<file path="config.mk">
export PLATFORM = sky130hd
export DESIGN_NAME = boot_loader
export DESIGN_NICKNAME = d
export VERILOG_FILES = /design/src/rtl/boot_loader.sv
export SDC_FILE = /design/constraint.sdc
export NUM_CORES = 1
export LEC_CHECK = 0
export BUFFER_PORTS_ARGS = -buffer_cell sky130_fd_sc_hd__buf_2
export CORE_MARGIN = 5
export CORE_UTILIZATION = 40
export CTS_BUF_LIST = sky130_fd_sc_hd__clkbuf_4 sky130_fd_sc_hd__clkbuf_8
export CTS_CLUSTER_SIZE = 40
export DETAILED_ROUTE_END_ITERATION = 16
export PLACE_DENSITY = 0.58
export SYNTH_ARGS = -nofsm -noshare
export SYNTH_HDL_FRONTEND = slang
export SYNTH_SLANG_ARGS = --single-unit
</file>
<file path="constraint.sdc">
create_clock -name clk -period 2.08 [get_ports clk]
set_clock_uncertainty 0.15 [all_clocks]
set_input_delay 0.52 -clock clk [delete_from_list [all_inputs] [get_ports clk]]
set_output_delay 0.52 -clock clk [all_outputs]
set_load 0.02 [all_outputs]
</file>
<file path="src/rtl/boot_loader.sv">
// Framed byte-stream loader: hunts for an 0xA5 header, stores N big-endian words
// into instruction memory from address 0 and releases the CPU once the XOR checksum matches.
//
// state | meaning
// IDLE  | hunt for 0xA5 header, drop everything else
// LEN   | take word count N, reject 0 or N > capacity
// HI    | take high byte of a word
// LO    | take low byte, present the full word
// WR    | one-cycle memory write, rx stalled
// CSUM  | compare checksum byte with running XOR
// DONE  | frame verified, CPU released, bytes dropped
// ERR   | frame rejected, hunt for a new 0xA5
module boot_loader #(
  parameter int ADDR_W = 8
) (
  input  logic              clk,
  input  logic              rst,
  input  logic              rx_valid,
  input  logic [7:0]        rx_data,
  output logic              rx_ready,
  output logic              imem_we,
  output logic [ADDR_W-1:0] imem_addr,
  output logic [15:0]       imem_wdata,
  output logic              cpu_rst,
  output logic              done,
  output logic              err,
  output logic [1:0]        err_code,
  output logic [ADDR_W:0]   words_loaded
);

  localparam logic [2:0] S_IDLE = 3'd0;
  localparam logic [2:0] S_LEN  = 3'd1;
  localparam logic [2:0] S_HI   = 3'd2;
  localparam logic [2:0] S_LO   = 3'd3;
  localparam logic [2:0] S_WR   = 3'd4;
  localparam logic [2:0] S_CSUM = 3'd5;
  localparam logic [2:0] S_DONE = 3'd6;
  localparam logic [2:0] S_ERR  = 3'd7;

  localparam logic [7:0]        HDR     = 8'hA5;
  localparam logic [9:0]        MAX_LEN = 10'd1 << ADDR_W;
  localparam logic [ADDR_W-1:0] ONE_A   = 1;
  localparam logic [ADDR_W:0]   ONE_W   = 1;

  logic [2:0]      state;
  logic [ADDR_W:0] len_q;
  logic [7:0]      hi_q;
  logic [7:0]      xor_q;
  logic [8:0]      n_ext;
  logic            xfer;
  logic            len_bad;
  logic            last_word;

  assign n_ext     = {1'b0, rx_data};
  assign xfer      = rx_valid && rx_ready;
  assign len_bad   = (rx_data == 8'd0) || ({2'b00, rx_data} > MAX_LEN);
  assign last_word = (words_loaded + ONE_W) == len_q;

  assign rx_ready = (state != S_WR);
  assign imem_we  = (state == S_WR);
  assign cpu_rst  = (state != S_DONE);
  assign done     = (state == S_DONE);
  assign err      = (state == S_ERR);

  always_ff @(posedge clk) begin
    if (rst) begin
      state        <= S_IDLE;
      imem_addr    <= '0;
      imem_wdata   <= '0;
      err_code     <= 2'b00;
      words_loaded <= '0;
      len_q        <= '0;
      hi_q         <= '0;
      xor_q        <= '0;
    end else begin
      case (state)
        S_IDLE: if (xfer && rx_data == HDR) state <= S_LEN;
        S_LEN: if (xfer) begin
          if (len_bad) begin
            err_code <= 2'b01;
            state    <= S_ERR;
          end else begin
            // N never exceeds capacity here, so it fits in ADDR_W+1 bits
            len_q        <= n_ext[ADDR_W:0];
            imem_addr    <= '0;
            words_loaded <= '0;
            xor_q        <= '0;
            state        <= S_HI;
          end
        end
        S_HI: if (xfer) begin
          hi_q  <= rx_data;
          xor_q <= xor_q ^ rx_data;
          state <= S_LO;
        end
        S_LO: if (xfer) begin
          imem_wdata <= {hi_q, rx_data};
          xor_q      <= xor_q ^ rx_data;
          state      <= S_WR;
        end
        S_WR: begin
          imem_addr    <= imem_addr + ONE_A;
          words_loaded <= words_loaded + ONE_W;
          state        <= last_word ? S_CSUM : S_HI;
        end
        S_CSUM: if (xfer) begin
          if (rx_data == xor_q) begin
            state <= S_DONE;
          end else begin
            err_code <= 2'b10;
            state    <= S_ERR;
          end
        end
        S_DONE: state <= S_DONE;
        S_ERR: if (xfer && rx_data == HDR) begin
          err_code <= 2'b00;
          state    <= S_LEN;
        end
        default: state <= S_IDLE;
      endcase
    end
  end

endmodule
</file>
* Word level (Yosys, flattened, before mapping)
Cells that the tools add are included.
** Word-level totals
- Register bits :: 62
- Input port bits :: 11
- Output and inout bits :: 40
- Word-level logic and storage cells :: 73
** Operators by class
- Add/subtract/negate cells :: 2
- Equality and inequality tests :: 22
- Muxes and demuxes :: 23
- Bitwise logic cells :: 2
- Reduce and logical (&&, ||, !) cells :: 16
** Operators by type and width (number)
- case mux 8 bit (2 select lines) :: 2
- 2-to-1 mux 8 bit :: 3
- 2-to-1 mux 3 bit :: 7
- case mux 3 bit (7 select lines) :: 1
- 2-to-1 mux 9 bit :: 2
- case mux 9 bit (2 select lines) :: 1
- != test 2 bit, second input constant :: 7
- == test 3 bit, second input constant :: 4
- 2-to-1 mux 2 bit :: 5
- adder 9 x 1 -> 9 bit, second input constant :: 1
- == test 9 x 8 -> 1 bit :: 1
- adder 8 x 1 -> 8 bit, second input constant :: 1
- == test 8 bit :: 1
- == test 8 bit, second input constant :: 1
- zero test 8 bit :: 1
- bitwise XOR 8 bit :: 1
- == test 3 x 2 -> 1 bit, second input constant :: 2
- != test 2 x 1 -> 1 bit, second input constant :: 3
- != test 3 bit, second input constant :: 2
- case mux 2 bit (3 select lines) :: 1
- AND reduction 3 bit :: 2
- AND reduction 6 bit :: 1
- AND reduction 5 bit :: 1
- AND reduction 2 bit :: 2
- 9 further kinds :: 12

* Depth between registers and ports, before layout
- Depth in word-level cells :: 5
- Mapped depth :: 8
- Gate-level depth less buffers :: 7

* Worst setup path before layout
No wires, ideal clock.
- Path kind :: register to register
- From :: reg words_loaded[0]
- To :: reg state[2]
- Setup time :: 60 ps
- Arrival :: 2105 ps
- Required time :: 1870 ps
- Slack :: -235 ps
- Cell stages (with the launch flop) :: 9
- Buffers on the path :: 1
- Clock period less this slack :: 2315 ps
- Cell sequence :: dfxtp_1 > ha_1 > clkbuf_1 > nand3_1 > nor2_1 > xnor2_1 > nand4_1 > nor4_1 > a221o_1
** On the way
- Word-level cells in the longest chain between the ends :: 4
** Ends and longest elaborated chain
- start, declared :: line 28 : output logic [ADDR_W:0] words_loaded
- start signal, assigned :: line 103 : words_loaded <= words_loaded + ONE_W;
- adder 9 x 1 -> 9 bit :: line 57 : assign last_word = (words_loaded + ONE_W) == len_q;
- == test 9 x 8 -> 1 bit :: line 57
- 2-to-1 mux 3 bit :: line 104 : state <= last_word ? S_CSUM : S_HI;
- case mux 3 bit (7 select lines) :: line 76 : case (state)
- end signal, assigned :: line 104
- end, declared :: line 45 : logic [2:0] state;
Every way passes these cells.
A chain may end at the register's enable or synchronous reset.

* Worst setup path in the final report
- From :: reg state[0]
- To :: out done
** On the way
- Word-level cells in the longest chain between the ends :: 1
** Ends and longest elaborated chain
- == test 3 bit :: line 62 : assign done = (state == S_DONE);
- end, declared :: line 25 : output logic done,
Every way passes these cells.

==> results_tabular.tex <==
\begin{tabular}{lr}
\hline
Metric & Value \\
\hline
\multicolumn{2}{l}{\textbf{Synthesis}} \\
\quad Most used flip-flop cell after synthesis & sky130\_fd\_sc\_hd\_\_dfxtp\_1 \\
\quad Post-synthesis net count & between 400 and 500 \\
\quad Fraction of synthesis flops using an asynchronous set or reset pin & 0\% \\
\quad Post-synthesis register bit count & 62 \\
\quad Per-instance average area after synthesis & about 8 sq um \\
\quad Most area-consuming cells after synthesis & sky130\_fd\_sc\_hd\_\_dfxtp\_1 40\%, sky130\_fd\_sc\_hd\_\_a21oi\_1 7.3\%, sky130\_fd\_sc\_hd\_\_nand2\_1 7.0\% \\
\quad Number of distinct standard cells referenced by the synthesized netlist & roughly 50 \\
\quad Area leader, netlist & sky130\_fd\_sc\_hd\_\_dfxtp\_1 \\
\quad Number of flops mapped to enable cells by yosys & 0 \\
\quad Post-synth top area share & roughly 40\% \\
\quad Netlist area before placement & 3070 sq um \\
\quad Portion of the post-synthesis area used by sequential elements & between 40 and 50\% \\
\quad Count of warnings emitted by yosys & 0 \\
\quad Mapped Cells & 388 \\
\multicolumn{2}{l}{\textbf{Pwr}} \\
\quad Leakage component of the power & 1.60 nW \\
\quad Relative contribution of combinational cells to total power & between 4 and 5\% \\
\quad Overall power consumption & 2.36 mW \\
\quad Sequential cell fraction of total power & 50.3\% \\
\quad Worst VDD drop & 0.000363 V \\
\quad Internal power component & $\sim$1.8 mW \\
\quad Switching part of the total power & about 24\% \\
\quad Switching power summed over all nets & 577 uW \\
\quad Power per cell area & about 600 nW/um\^{}2 \\
\quad Clk network pwr share & between 40 and 50\% \\
\multicolumn{2}{l}{\textbf{Worst setup path}} \\
\quad Crit Path Class & flip-flop to output port \\
\quad Top cell family by delay on the critical path & flip-flops \\
\quad CP peak stage delay & between 0.3 and 0.4 ns \\
\quad Worst EP required & 1.41 ns \\
\quad Kind of end point of the critical path & output port \\
\quad Critical Path, Cell by Cell & buf\_6 > or2\_2 > inv\_1 > buf\_4 \\
\quad Critical path startpoint category & flip-flop \\
\quad Max FO, Critical Path & 14 \\
\quad Worst Path Buf+Inv & 3 \\
\quad CP Data Arrival Time & roughly 1.3 ns \\
\quad Master of the slowest instance on the critical path & sky130\_fd\_sc\_hd\_\_dfxtp\_1 \\
\multicolumn{2}{l}{\textbf{Timing}} \\
\quad Period Utilization, post-route & roughly 95\% \\
\quad Total count of hold-check failures in the final report & 0 \\
\quad Worst slew margin relative to its limit & 76.5\% \\
\quad Setup repair after global routing missed its margin & no \\
\quad Worst Tran Pin Value & 0.351 ns \\
\quad Post-layout min period & slightly below 2 ns \\
\quad Pins over their slew limit & 0 \\
\quad Smallest hold slack & roughly 0.30 ns \\
\quad Endpoints failing setup & 0 \\
\quad Fmax & about 0.50 GHz \\
\quad Total negative slack for setup checks & 0 ns \\
\multicolumn{2}{l}{\textbf{Cells and area}} \\
\quad P\&R area growth vs syn & 28.5\% \\
\quad End-of-flow core utilization & about half \\
\quad Fraction of final layout cells with drive strength greater than 1 & a little under 30\% \\
\quad Non-filler cells, final & around 580 \\
\quad Number of nets in the final layout & between 400 and 500 \\
\quad Highest-count cells in the layout ignoring fill and taps & 57 x sky130\_fd\_sc\_hd\_\_nand2\_1, 57 x sky130\_fd\_sc\_hd\_\_dfxtp\_1, 53 x sky130\_fd\_sc\_hd\_\_nor2\_1 \\
\quad N\_diodes & 0 \\
\multicolumn{2}{l}{\textbf{Route}} \\
\quad DR DRC count & 0 \\
\quad Count of vias placed by the detailed router & 2,935 \\
\quad Number of iterations in the first detailed-routing pass & 4 \\
\quad Detail Route Antenna Nets & 0 \\
\quad Total wire length after detailed routing & $\sim$8 mm \\
\quad Routed WL per cell & 13.9 um \\
\quad Violation count after the first detailed-routing iteration & 219 \\
\quad Post-DR vias/cell & around 5.1 \\
\multicolumn{2}{l}{\textbf{Place}} \\
\quad Final weighted congestion of routability-driven global placement & $\sim$0.83 \\
\quad \# placed instances & 560 \\
\quad Half-perimeter wire length of the detailed placement result & a little under 6 mm \\
\quad Number of input and output port buffers inserted & 50 \\
\multicolumn{2}{l}{\textbf{Run status}} \\
\quad Status & finished, final reports clean \\
\multicolumn{2}{l}{\textbf{GRT}} \\
\quad Most Used Layer, Global Route & met2 \\
\quad Number of global-route vias before repair & roughly 2,900 \\
\quad Met1 demand-to-capacity share in global routing & 21.9\% \\
\quad Global route overflow & 0 \\
\quad Global-route met2 utilization & 28.7\% \\
\quad Met3 track demand over resource in global routing & 5.46\% \\
\quad Total routing usage reported by global routing & 17.2\% \\
\quad Maximum number of pins on one net before global-route repair & 30 \\
\quad Number of antenna violations at the first check in global routing & 0 \\
\quad Wire length of the first global-routing pass & roughly 14 mm \\
\multicolumn{2}{l}{\textbf{Floorplanning}} \\
\quad Width of the die & a little under 100 um \\
\quad Die Y-Extent & around 98 um \\
\quad I/O pin count & $\sim$50 \\
\quad Number of placement rows & 32 \\
\quad Initial Utilization & between 40\% and 50\% \\
\quad Placeable core region & 7610 sq um \\
\quad Die ar. & roughly 9500 sq um \\
\multicolumn{2}{l}{\textbf{CTS}} \\
\quad CTS clk-pin slew, worst paths & approximately 0.080 ns \\
\quad CTS H-tree depth & 3 \\
\quad CTS tree & yes \\
\quad CTS buffer count & 9 \\
\quad Master cell of the clock root buffer & sky130\_fd\_sc\_hd\_\_clkbuf\_8 \\
\quad Clock sink count & 62 \\
\quad Source-to-sink clock delay at the later pin of the worst-skew pair & about 0.33 ns \\
\quad Clk buf depth & 2 \\
\multicolumn{2}{l}{\textbf{Min path}} \\
\quad Hold Crit Class & flip-flop to flip-flop \\
\multicolumn{2}{l}{\textbf{Flow run}} \\
\quad Count of max-cap constraint violations & 0 \\
\hline
\end{tabular}
[flip-flops by register name, summed over array words and instances (netlist names)]
name and cells:
imem_wdata 16, words_loaded 9, hi_q 8, imem_addr 8, len_q 8, xor_q 8, state 3, err_code 2
[layer usage]
metal | part of all wire, % | wire [um] | vias to the layer above
li1 | - | - | 1498
met1 | 46 | 3640 | 1364
met2 | 48 | 3880 | 64
met3 | 5.2 | 417 | 9
met4 | 0.81 | 65 | 0
met5 | 0 | 0 | -
[worst reg2reg max path, cell delays in order, from the launching register on]
cell	delay, ns
sky130_fd_sc_hd__dfxtp_2	0.33
sky130_fd_sc_hd__ha_2	0.22
sky130_fd_sc_hd__nand3_1	0.14
sky130_fd_sc_hd__nor2_2	0.16
sky130_fd_sc_hd__xnor2_1	0.13
sky130_fd_sc_hd__nand4_1	0.13
sky130_fd_sc_hd__nor4_2	0.32
sky130_fd_sc_hd__buf_4	0.18
sky130_fd_sc_hd__a221o_1	0.12
[layout make-up]
type                    count  area, sq um
fillers                   741         3660
clock inverters             7         73.8
repair buffers            100          648
inverters                   4         16.3
multi-input cells         293         1710
clock buffers               9          124
well taps                 102          128
flip-flops and latches     62         1250
[power groups by stage]
stage | registers [mW] | logic [mW] | clock network [mW]
finish | 1.19 | 0.110 | 1.06
global route | 1.19 | 0.119 | 1.15
CTS | 1.19 | 0.110 | 1.09
detailed placement | 1.22 | 0.110 | 0
global placement | 1.22 | 0.110 | 0
floorplan | 1.22 | 0.0662 | 0
[timing repair]
action / CTS / global route
endpoints found under the setup margin: 1 / 6
gates resized for setup: 1 / 8
setup buffers: 0 / 1
pin swaps: 0 / 1
hold buffers: 0 / 0
gates cloned: 0 / 0
[Yosys cell counts, types with 4 or more instances]
library cell and number:
sky130_fd_sc_hd__dfxtp_1 62, sky130_fd_sc_hd__nand2_1 57, sky130_fd_sc_hd__nor2_1 54, sky130_fd_sc_hd__a21oi_1 45, sky130_fd_sc_hd__o21ai_0 21, sky130_fd_sc_hd__clkbuf_1 19
sky130_fd_sc_hd__xor2_1 16, sky130_fd_sc_hd__mux2i_1 11, sky130_fd_sc_hd__nand3b_1 9, sky130_fd_sc_hd__buf_2 8, sky130_fd_sc_hd__nand3_1 8, sky130_fd_sc_hd__xnor2_1 7
sky130_fd_sc_hd__a22oi_1 5, sky130_fd_sc_hd__nand4_1 5, sky130_fd_sc_hd__nor3_1 5, sky130_fd_sc_hd__nor4_1 4, sky130_fd_sc_hd__or3_1 4
[final timing paths]
kind	from	to	slack, ns	cells past startpoint
max	state[0]$_SDFFE_PP0P_	done	0.1	4
min	imem_wdata[2]$_SDFFE_PP0P_	imem_wdata[2]$_SDFFE_PP0P_	0.30	2
max reg2reg	words_loaded[0]$_SDFFE_PP0P_	state[2]$_SDFFE_PP0P_	0.14	8
min reg2reg	imem_wdata[2]$_SDFFE_PP0P_	imem_wdata[2]$_SDFFE_PP0P_	0.30	2
[per-stage QoR]
stage	area, sq um	setup WS [ns]
floorplan	3120	-0.00572
global placement	3720	-0.0798
detailed placement	3720	-0.0975
CTS	3920	0.00969
global route	3950	0.00270
finish	3950	0.0986
[logic make-up (layout without fill, tap and decap cells)]
group	Yosys count	after routing	share of synthesized area, %
AOI/OAI and AO/OA	92	92	18.2
muxes	11	11	3.58
buffers and inverters	33	120	4.60
adders and majority gates	2	2	0.814
and+or+nand+nor	165	165	25.8
DFF	62	62	40.4
xor gates and xnor gates	23	23	6.56
(Power assumes the default switching activity.)
